`src/rtl/uart_handshake_responder.sv`:
```
// UART handshake responder: arms on listen, receives one byte, replies ACK or NAK
// and reports the outcome. Also holds the uart_rx / uart_tx engines it instantiates.

module uart_rx #(
  parameter int CLKS_PER_BIT = 5208
) (
  input  logic       i_Clock,
  input  logic       reset_n,
  input  logic       i_Enable,
  input  logic       i_Rx_Serial,
  output logic       o_Rx_DV,
  output logic [7:0] o_Rx_Byte
);
  localparam int CW = $clog2(CLKS_PER_BIT + 1);
  localparam logic [CW-1:0] BIT_END = CW'(CLKS_PER_BIT - 1);
  localparam logic [CW-1:0] MID_BIT = CW'((CLKS_PER_BIT - 1) / 2);

  typedef enum logic [1:0] {RX_IDLE = 2'd0, RX_START = 2'd1, RX_DATA = 2'd2, RX_STOP = 2'd3} rx_state_t;

  rx_state_t     state_r, state_s;
  logic [CW-1:0] cnt_r, cnt_s;
  logic [2:0]    idx_r, idx_s;
  logic [7:0]    byte_r, byte_s;
  logic          dv_r, dv_s;
  logic          meta_r, sync_r;

  // Next-state logic; a disabled receiver is held idle so partial frames are dropped.
  always_comb begin
    state_s = state_r;
    cnt_s   = cnt_r;
    idx_s   = idx_r;
    byte_s  = byte_r;
    dv_s    = 1'b0;
    if (!i_Enable) begin
      state_s = RX_IDLE;
      cnt_s   = {CW{1'b0}};
      idx_s   = 3'd0;
    end else begin
      case (state_r)
        RX_IDLE: begin
          cnt_s   = {CW{1'b0}};
          idx_s   = 3'd0;
          state_s = sync_r ? RX_IDLE : RX_START;
        end
        RX_START: begin
          if (cnt_r == MID_BIT) begin
            cnt_s   = {CW{1'b0}};
            state_s = sync_r ? RX_IDLE : RX_DATA;
          end else begin
            cnt_s = cnt_r + CW'(1);
          end
        end
        RX_DATA: begin
          if (cnt_r == BIT_END) begin
            cnt_s         = {CW{1'b0}};
            byte_s[idx_r] = sync_r;
            if (idx_r == 3'd7) begin
              state_s = RX_STOP;
            end else begin
              idx_s = idx_r + 3'd1;
            end
          end else begin
            cnt_s = cnt_r + CW'(1);
          end
        end
        RX_STOP: begin
          if (cnt_r == BIT_END) begin
            cnt_s   = {CW{1'b0}};
            dv_s    = 1'b1;
            state_s = RX_IDLE;
          end else begin
            cnt_s = cnt_r + CW'(1);
          end
        end
        default: state_s = RX_IDLE;
      endcase
    end
  end

  // Line synchroniser and receiver state registers.
  always_ff @(posedge i_Clock or negedge reset_n) begin
    if (!reset_n) begin
      meta_r  <= 1'b1;
      sync_r  <= 1'b1;
      state_r <= RX_IDLE;
      cnt_r   <= {CW{1'b0}};
      idx_r   <= 3'd0;
      byte_r  <= 8'h00;
      dv_r    <= 1'b0;
    end else begin
      meta_r  <= i_Rx_Serial;
      sync_r  <= meta_r;
      state_r <= state_s;
      cnt_r   <= cnt_s;
      idx_r   <= idx_s;
      byte_r  <= byte_s;
      dv_r    <= dv_s;
    end
  end

  assign o_Rx_DV   = dv_r;
  assign o_Rx_Byte = byte_r;
endmodule

module uart_tx #(
  parameter int CLKS_PER_BIT = 5208
) (
  input  logic       i_Clock,
  input  logic       reset_n,
  input  logic       i_Enable,
  input  logic       i_Tx_DV,
  input  logic [7:0] i_Tx_Byte,
  output logic       o_Tx_Serial,
  output logic       o_Tx_Done
);
  localparam int CW = $clog2(CLKS_PER_BIT + 1);
  localparam logic [CW-1:0] BIT_END = CW'(CLKS_PER_BIT - 1);

  typedef enum logic [1:0] {TX_IDLE = 2'd0, TX_START = 2'd1, TX_DATA = 2'd2, TX_STOP = 2'd3} tx_state_t;

  tx_state_t     state_r, state_s;
  logic [CW-1:0] cnt_r, cnt_s;
  logic [2:0]    idx_r, idx_s;
  logic [7:0]    data_r, data_s;
  logic          serial_r, serial_s, done_r, done_s;

  // Next-state logic; dropping i_Enable aborts a frame and returns the line high.
  always_comb begin
    state_s = state_r;
    cnt_s   = cnt_r;
    idx_s   = idx_r;
    data_s  = data_r;
    done_s  = 1'b0;
    if (!i_Enable) begin
      state_s = TX_IDLE;
      cnt_s   = {CW{1'b0}};
      idx_s   = 3'd0;
    end else begin
      case (state_r)
        TX_IDLE: begin
          cnt_s = {CW{1'b0}};
          idx_s = 3'd0;
          if (i_Tx_DV) begin
            data_s  = i_Tx_Byte;
            state_s = TX_START;
          end else begin
            state_s = TX_IDLE;
          end
        end
        TX_START, TX_DATA, TX_STOP: begin
          if (cnt_r == BIT_END) begin
            cnt_s = {CW{1'b0}};
            if (state_r == TX_START) begin
              state_s = TX_DATA;
            end else if (state_r == TX_STOP) begin
              done_s  = 1'b1;
              state_s = TX_IDLE;
            end else if (idx_r == 3'd7) begin
              state_s = TX_STOP;
            end else begin
              idx_s = idx_r + 3'd1;
            end
          end else begin
            cnt_s = cnt_r + CW'(1);
          end
        end
        default: state_s = TX_IDLE;
      endcase
    end
    serial_s = 1'b1;
    case (state_s)
      TX_START: serial_s = 1'b0;
      TX_DATA:  serial_s = data_s[idx_s];
      default:  serial_s = 1'b1;
    endcase
  end

  // Transmitter state and registered line driver.
  always_ff @(posedge i_Clock or negedge reset_n) begin
    if (!reset_n) begin
      state_r  <= TX_IDLE;
      cnt_r    <= {CW{1'b0}};
      idx_r    <= 3'd0;
      data_r   <= 8'h00;
      serial_r <= 1'b1;
      done_r   <= 1'b0;
    end else begin
      state_r  <= state_s;
      cnt_r    <= cnt_s;
      idx_r    <= idx_s;
      data_r   <= data_s;
      serial_r <= serial_s;
      done_r   <= done_s;
    end
  end

  assign o_Tx_Serial = serial_r;
  assign o_Tx_Done   = done_r;
endmodule

module uart_handshake_responder #(
  parameter int         CLKS_PER_BIT   = 5208,
  parameter logic [7:0] HS_BYTE        = 8'hFF,
  parameter logic [7:0] NAK_BYTE       = 8'h00,
  parameter int         TIMEOUT_CYCLES = 50_000_000
) (
  input  logic       clock,
  input  logic       reset_n,
  input  logic       i_Rx_Serial,
  input  logic       listen,
  input  logic       clear,
  output logic       o_Tx_Serial,
  output logic       handshake_active,
  output logic       handshake_done,
  output logic       handshake_successful,
  output logic       handshake_fail,
  output logic [3:0] handshake_code,
  output logic [7:0] rx_byte
);
  localparam int TW = $clog2(TIMEOUT_CYCLES);
  localparam logic [TW-1:0] TIMER_LOAD = TW'(TIMEOUT_CYCLES - 1);
  localparam logic [3:0] CODE_NONE    = 4'b0000;
  localparam logic [3:0] CODE_OK      = 4'b1110;
  localparam logic [3:0] CODE_WRONG   = 4'b1111;
  localparam logic [3:0] CODE_TIMEOUT = 4'b1101;

  typedef enum logic [2:0] {
    IDLE = 3'd0, LISTEN = 3'd1, REPLY = 3'd2, WAIT_TX = 3'd3, DONE = 3'd4
  } hs_state_t;

  hs_state_t     state_r, state_s;
  logic [TW-1:0] timer_r, timer_s;
  logic [7:0]    tx_data_r, tx_data_s, rx_byte_r, rx_byte_s, rx_data_s;
  logic [3:0]    code_r, code_s;
  logic          tx_dv_r, tx_dv_s, match_r, match_s, ok_r, ok_s, fail_r, fail_s;
  logic          done_r, active_r, rx_dv_s, tx_done_s, tx_serial_s;

  uart_rx #(.CLKS_PER_BIT(CLKS_PER_BIT)) u_rx (
    .i_Clock(clock), .reset_n(reset_n), .i_Enable(active_r), .i_Rx_Serial(i_Rx_Serial),
    .o_Rx_DV(rx_dv_s), .o_Rx_Byte(rx_data_s)
  );

  uart_tx #(.CLKS_PER_BIT(CLKS_PER_BIT)) u_tx (
    .i_Clock(clock), .reset_n(reset_n), .i_Enable(active_r), .i_Tx_DV(tx_dv_r),
    .i_Tx_Byte(tx_data_r), .o_Tx_Serial(tx_serial_s), .o_Tx_Done(tx_done_s)
  );

  // Handshake sequencing; reception beats the timeout when both land on one clock.
  always_comb begin
    state_s   = state_r;
    timer_s   = timer_r;
    tx_data_s = tx_data_r;
    rx_byte_s = rx_byte_r;
    match_s   = match_r;
    ok_s      = ok_r;
    fail_s    = fail_r;
    code_s    = code_r;
    if (clear) begin
      state_s = IDLE;
      timer_s = {TW{1'b0}};
      match_s = 1'b0;
      ok_s    = 1'b0;
      fail_s  = 1'b0;
      code_s  = CODE_NONE;
    end else begin
      case (state_r)
        IDLE, DONE: begin
          if (listen && !(state_r == DONE && fail_r)) begin
            state_s = LISTEN;
            timer_s = TIMER_LOAD;
            ok_s    = 1'b0;
            fail_s  = 1'b0;
            code_s  = CODE_NONE;
          end else begin
            state_s = state_r;
          end
        end
        LISTEN: begin
          if (rx_dv_s) begin
            rx_byte_s = rx_data_s;
            match_s   = (rx_data_s == HS_BYTE);
            tx_data_s = (rx_data_s == HS_BYTE) ? HS_BYTE : NAK_BYTE;
            state_s   = REPLY;
          end else if (timer_r == {TW{1'b0}}) begin
            state_s = DONE;
            ok_s    = 1'b0;
            fail_s  = 1'b1;
            code_s  = CODE_TIMEOUT;
          end else begin
            timer_s = timer_r - TW'(1);
          end
        end
        REPLY: state_s = WAIT_TX;
        WAIT_TX: begin
          if (tx_done_s) begin
            state_s = DONE;
            ok_s    = match_r;
            fail_s  = !match_r;
            code_s  = match_r ? CODE_OK : CODE_WRONG;
          end else begin
            state_s = WAIT_TX;
          end
        end
        default: state_s = IDLE;
      endcase
    end
    tx_dv_s = (state_s == REPLY);
  end

  // Handshake state and registered status outputs.
  always_ff @(posedge clock or negedge reset_n) begin
    if (!reset_n) begin
      state_r   <= IDLE;
      timer_r   <= {TW{1'b0}};
      tx_dv_r   <= 1'b0;
      tx_data_r <= 8'h00;
      rx_byte_r <= 8'h00;
      match_r   <= 1'b0;
      ok_r      <= 1'b0;
      fail_r    <= 1'b0;
      code_r    <= CODE_NONE;
      done_r    <= 1'b0;
      active_r  <= 1'b0;
    end else begin
      state_r   <= state_s;
      timer_r   <= timer_s;
      tx_dv_r   <= tx_dv_s;
      tx_data_r <= tx_data_s;
      rx_byte_r <= rx_byte_s;
      match_r   <= match_s;
      ok_r      <= ok_s;
      fail_r    <= fail_s;
      code_r    <= code_s;
      done_r    <= (state_s == DONE);
      active_r  <= (state_s == LISTEN) || (state_s == REPLY) || (state_s == WAIT_TX);
    end
  end

  assign o_Tx_Serial          = (state_r == REPLY || state_r == WAIT_TX) ? tx_serial_s : 1'b1;
  assign handshake_active     = active_r;
  assign handshake_done       = done_r;
  assign handshake_successful = ok_r;
  assign handshake_fail       = fail_r;
  assign handshake_code       = code_r;
  assign rx_byte              = rx_byte_r;
endmodule

```
`config.mk`:
```
export PLATFORM = sky130hd
export DESIGN_NAME = uart_handshake_responder
export DESIGN_NICKNAME = d
export VERILOG_FILES = /design/src/rtl/uart_handshake_responder.sv
export SDC_FILE = /design/constraint.sdc
export NUM_CORES = 1
export LEC_CHECK = 0
export BUFFER_PORTS_ARGS = -buffer_cell sky130_fd_sc_hd__buf_2
export CAP_MARGIN = 30
export CORE_MARGIN = 1.5
export CORE_UTILIZATION = 56
export CTS_CLUSTER_SIZE = 14
export DETAILED_ROUTE_END_ITERATION = 6
export GPL_TIMING_DRIVEN = 0
export PLACE_DENSITY = 0.76
export SYNTH_ARGS = -nofsm -noshare
export SYNTH_HDL_FRONTEND = slang
export SYNTH_SLANG_ARGS = --single-unit
```
`constraint.sdc`:
```
create_clock -name clock -period 7.1 [get_ports clock]
set_input_delay 0.71 -clock clock [delete_from_list [all_inputs] [get_ports clock]]
set_output_delay 0.71 -clock clock [all_outputs]
set_load 0.005 [all_outputs]
```
==> results.tsv <==
stage	metric	value	unit
routing	Via density	5.96	
clock_network	CTS Buffer Depth	2	
min_path	Hold WC Path Type	reg -> reg	
timing	Slew Limit Fails	0	
worst_setup_path	crit path from	timer_r[0]$_DFFE_PN0P_	
clock_network	CTS clk-pin slew, worst paths	0.10	ns
timing	# setup viols final	0	
worst_setup_path	most numerous cell on the critical path	o21ai_0	
grt	initial antenna violation count	0	
grt	pin count of the biggest net entering global routing	55	
timing	setup TNS	0	ns
routing	DRC	0	
die	Die Area	9980	sq um
die	num rows	35	
worst_setup_path	Arr. time, crit path	3.37	ns
worst_setup_path	max incr delay on CP	0.49	ns
timing	Slew headroom	0.488	
synthesis	Synth cell types	61	
power_and_ir_drop	sequential power share	0.546	
grt	first-pass GRT wire length	18400	um
synthesis	Ys Warns	0	
worst_setup_path	end of the critical path	timer_r[13]$_DFFE_PN0P_	
timing	final hold viol count	0	
final_layout	Nets	578	
die	die width	99.9	um
routing	WL/cell	15.6	um
worst_setup_path	FF-to-FF path depth	9	
worst_setup_path	Crit path required time	7.40	ns
worst_setup_path	CP max FO	10	
die	Core Footprint	9150	sq um
routing	TritonRoute pass-1 iters	4	
clock_network	TritonCTS clock tree	done	
synthesis	post-synth net total	546	
placed_design	GP Congestion	0.868	
job	max cap viols	0	
clock_network	clock sinks	103	
synthesis	synthesized instance count	535	
final_layout	share of cells above drive strength 1	0.156	
synthesis	Synth area leaders	dfrtp_1, mux2_2, nor2_1, nand2_1, nand3_1	
timing	Fin Hold WS	0.363	ns
clock_network	clk_lat worst skew	0.37	ns
synthesis	Syn Area/Cell	9.82	sq um
die	I/O pin count	22	
placed_design	number of port buffers	20	
worst_setup_path	Startpoint Class	register	
timing	Fmax achieved	0.325	GHz
power_and_ir_drop	power per cell area	212	nW/um^2
grt	vias in the first global route	4002	
clock_network	PostCTS Resize Cnt	0	
clock_network	CTS buffer count	9	
worst_setup_path	R2R Setup Slk	4.02	ns
power_and_ir_drop	Lkg Pwr	2.57	nW
timing	Worst Skew	0.0124	ns
synthesis	top_reg_cell synth	dfrtp_1	
synthesis	dominant cell type by area after synthesis	dfrtp_1	
placed_design	Post-DP Area	5530	sq um
routing	final WL	10700	um
synthesis	top-area cell type share of the netlist area	0.476	
synthesis	Post-synth EDFFs	0	
worst_setup_path	Crit. End Element	register	
die	die height	99.9	um
grt	gr usage total	0.229	
final_layout	n_diodes	0	
timing	fin crit share	0.433	
power_and_ir_drop	Sw Ratio	0.289	
synthesis	post-synthesis cell area	5260	sq um
timing	worst slew pin tran	0.761	ns
power_and_ir_drop	worst vdd ir	0.000198	V
worst_setup_path	FF-to-FF End	timer_r[13]$_DFFE_PN0P_	
synthesis	count leader, synth	dfrtp_1	
final_layout	area delta synth->final	8.74	%
routing	initial DRC count	135	
power_and_ir_drop	Power Total	0.00121	W
timing	RSZ-0062 raised after global routing	no	
synthesis	Yosys reg bits	103	
timing	Final min period	3.08	ns
routing	Post-DRT Antenna Nets	0	
worst_setup_path	Worst Path Class, Setup	reg -> reg	
status	run status	finished, final reports clean	
power_and_ir_drop	sw power	0.000349	W
final_layout	Final Instance Area	5720	sq um
clock_network	H-tree depth	3	
power_and_ir_drop	internal power	0.000860	W
worst_setup_path	Worst path depth	9	
synthesis	sequential-to-total area share from yosys stat	0.491	
worst_setup_path	Slowest cell on crit path	or4b_4	
worst_setup_path	delay-heaviest family, CP	simple AND/OR/NAND/NOR gates	
placed_design	Post-DP HPWL	7650	um
clock_network	post-CTS setup buffers	0	
clock_network	hold_buf cts	0	
synthesis	top cells by count, synth	dfrtp_1, nor2_1, nand2_1	
grt	grt ovf	0	
worst_setup_path	r2r startpoint	timer_r[0]$_DFFE_PN0P_	
die	Initial Utilization	0.574	
worst_setup_path	Cell Chain, Critical Path	inv_1 > ha_1 > or4b_4 > nor4_1 > nand4_1 > o21ai_1 > clkbuf_1 > o21ai_0 > o21ai_0	
power_and_ir_drop	Comb pwr share	0.157	
synthesis	Post-synth ARST share	1.00	
worst_setup_path	crit path buf inv count	2	
clock_network	cell at the root of the clock tree	clkbuf_8	
routing	via count	4069	
power_and_ir_drop	power share of the clock group	0.297	
-- final cells by class --
type | count | area [sq um]
buffer | 27 | 116
clock buffer | 10 | 128
clock inverter | 6 | 62.6
fill | 734 | 3440
inverter | 19 | 71.3
multi-input combinational | 386 | 2490
sequential | 103 | 2580
tap | 111 | 139
timing repair buffer | 21 | 130
-- registers in the layout (all words and copies together) (netlist names), 2 cells and up --
name	count
handshake_code	3
rx_byte	8
state_r	3
timer_r	26
u_rx.cnt_r	13
u_rx.idx_r	3
u_rx.o_Rx_Byte	8
u_rx.state_r	2
u_tx.cnt_r	13
u_tx.data_r	8
u_tx.idx_r	3
u_tx.state_r	2
-- layout by cell type (no fill, tap or decap), types with 4 or more instances in the layout --
master	synthesis	routed
xnor2_1	12	12
nand2_1	46	46
and3_1	12	12
ha_1	6	6
a22o_1	7	7
o21ai_0	27	27
o211ai_1	4	4
and2_1	9	9
nand4_1	7	7
o31ai_1	6	6
a21oi_1	14	14
inv_1	19	19
xor2_1	12	12
clkbuf_1	19	20
or3_1	6	6
mux2_2	19	19
or2_2	10	10
a31oi_1	9	9
dfrtp_1	100	100
nor4_1	11	11
o22ai_1	6	6
o21a_1	7	7
nor2_1	52	52
nand2b_1	7	7
nand3_1	27	27
nor3_1	14	14
or4_1	5	5
clkbuf_8	0	9
buf_2	6	25
-- logic make-up (layout without fill, tap and decap cells) --
group / count (synthesis) / in the layout / synth area share
AO/OA/AOI/OAI: 104 / 104 / 0.132
XOR/XNOR: 24 / 24 / 0.0400
adder cells (fa/ha/maj): 6 / 6 / 0.0143
buffers and inverters: 46 / 83 / 0.0357
flip-flops: 103 / 103 / 0.491
multiplexers: 25 / 25 / 0.0550
AND/OR/NAND/NOR: 227 / 227 / 0.232
-- how the worst min path moves through the flow --
stage | startpoint | end | slack [ns] | cells after the start
global route | u_rx.meta_r$_DFF_PN1_ | u_rx.sync_r$_DFF_PN1_ | 0.37 | 0
finish | u_rx.meta_r$_DFF_PN1_ | u_rx.sync_r$_DFF_PN1_ | 0.36 | 0
detailed placement | u_rx.meta_r$_DFF_PN1_ | u_rx.sync_r$_DFF_PN1_ | 0.35 | 0
CTS | reset_n | timer_r[1]$_DFFE_PN0P_ | 0.37 | 1
global placement | u_rx.meta_r$_DFF_PN1_ | u_rx.sync_r$_DFF_PN1_ | 0.35 | 0
floorplan | u_rx.meta_r$_DFF_PN1_ | u_rx.sync_r$_DFF_PN1_ | 0.35 | 0
-- per-layer routing --
metal / wire length, um / vias up / track usage
met5: 0 / - / 0
li1: - / 1979 / -
met1: 4760 / 1989 / 0.289
met4: 140 / 0 / 0.0574
met2: 5340 / 82 / 0.397
met3: 413 / 19 / 0.0564
-- power by group through the flow --
stage	Clock [W]	Sequential (W)	Combinational, W
6_report	0.000359	0.000660	0.000190
5_1_grt	0.000391	0.000667	0.000214
4_1_cts	0.000372	0.000659	0.000190
3_5_place_dp	0	0.000671	0.000189
3_3_place_gp	0	0.000668	0.000181
2_1_floorplan	0	0.000661	0.000138
-- through the flow --
| stage | std cells | util | setup slack (ns) |
|---|---|---|---|
| 5_1_grt | 683 | 0.624 | 3.75 |
| 3_5_place_dp | 667 | 0.604 | 4.05 |
| 4_1_cts | 683 | 0.624 | 4.03 |
| 3_3_place_gp | 666 | 0.600 | 4.08 |
| 2_1_floorplan | 535 | - | 4.45 |
| 6_report | 683 | 0.624 | 4.02 |
-- worst register-to-register path, delay by kind of cell, from the launching register on --
family	cells	cell delay (ns)
flops	1	0.38
buf+inv	2	0.54
fa+ha+maj	1	0.20
compound gates	3	0.68
simple gates	3	1.19
(Power assumes the default switching activity.)
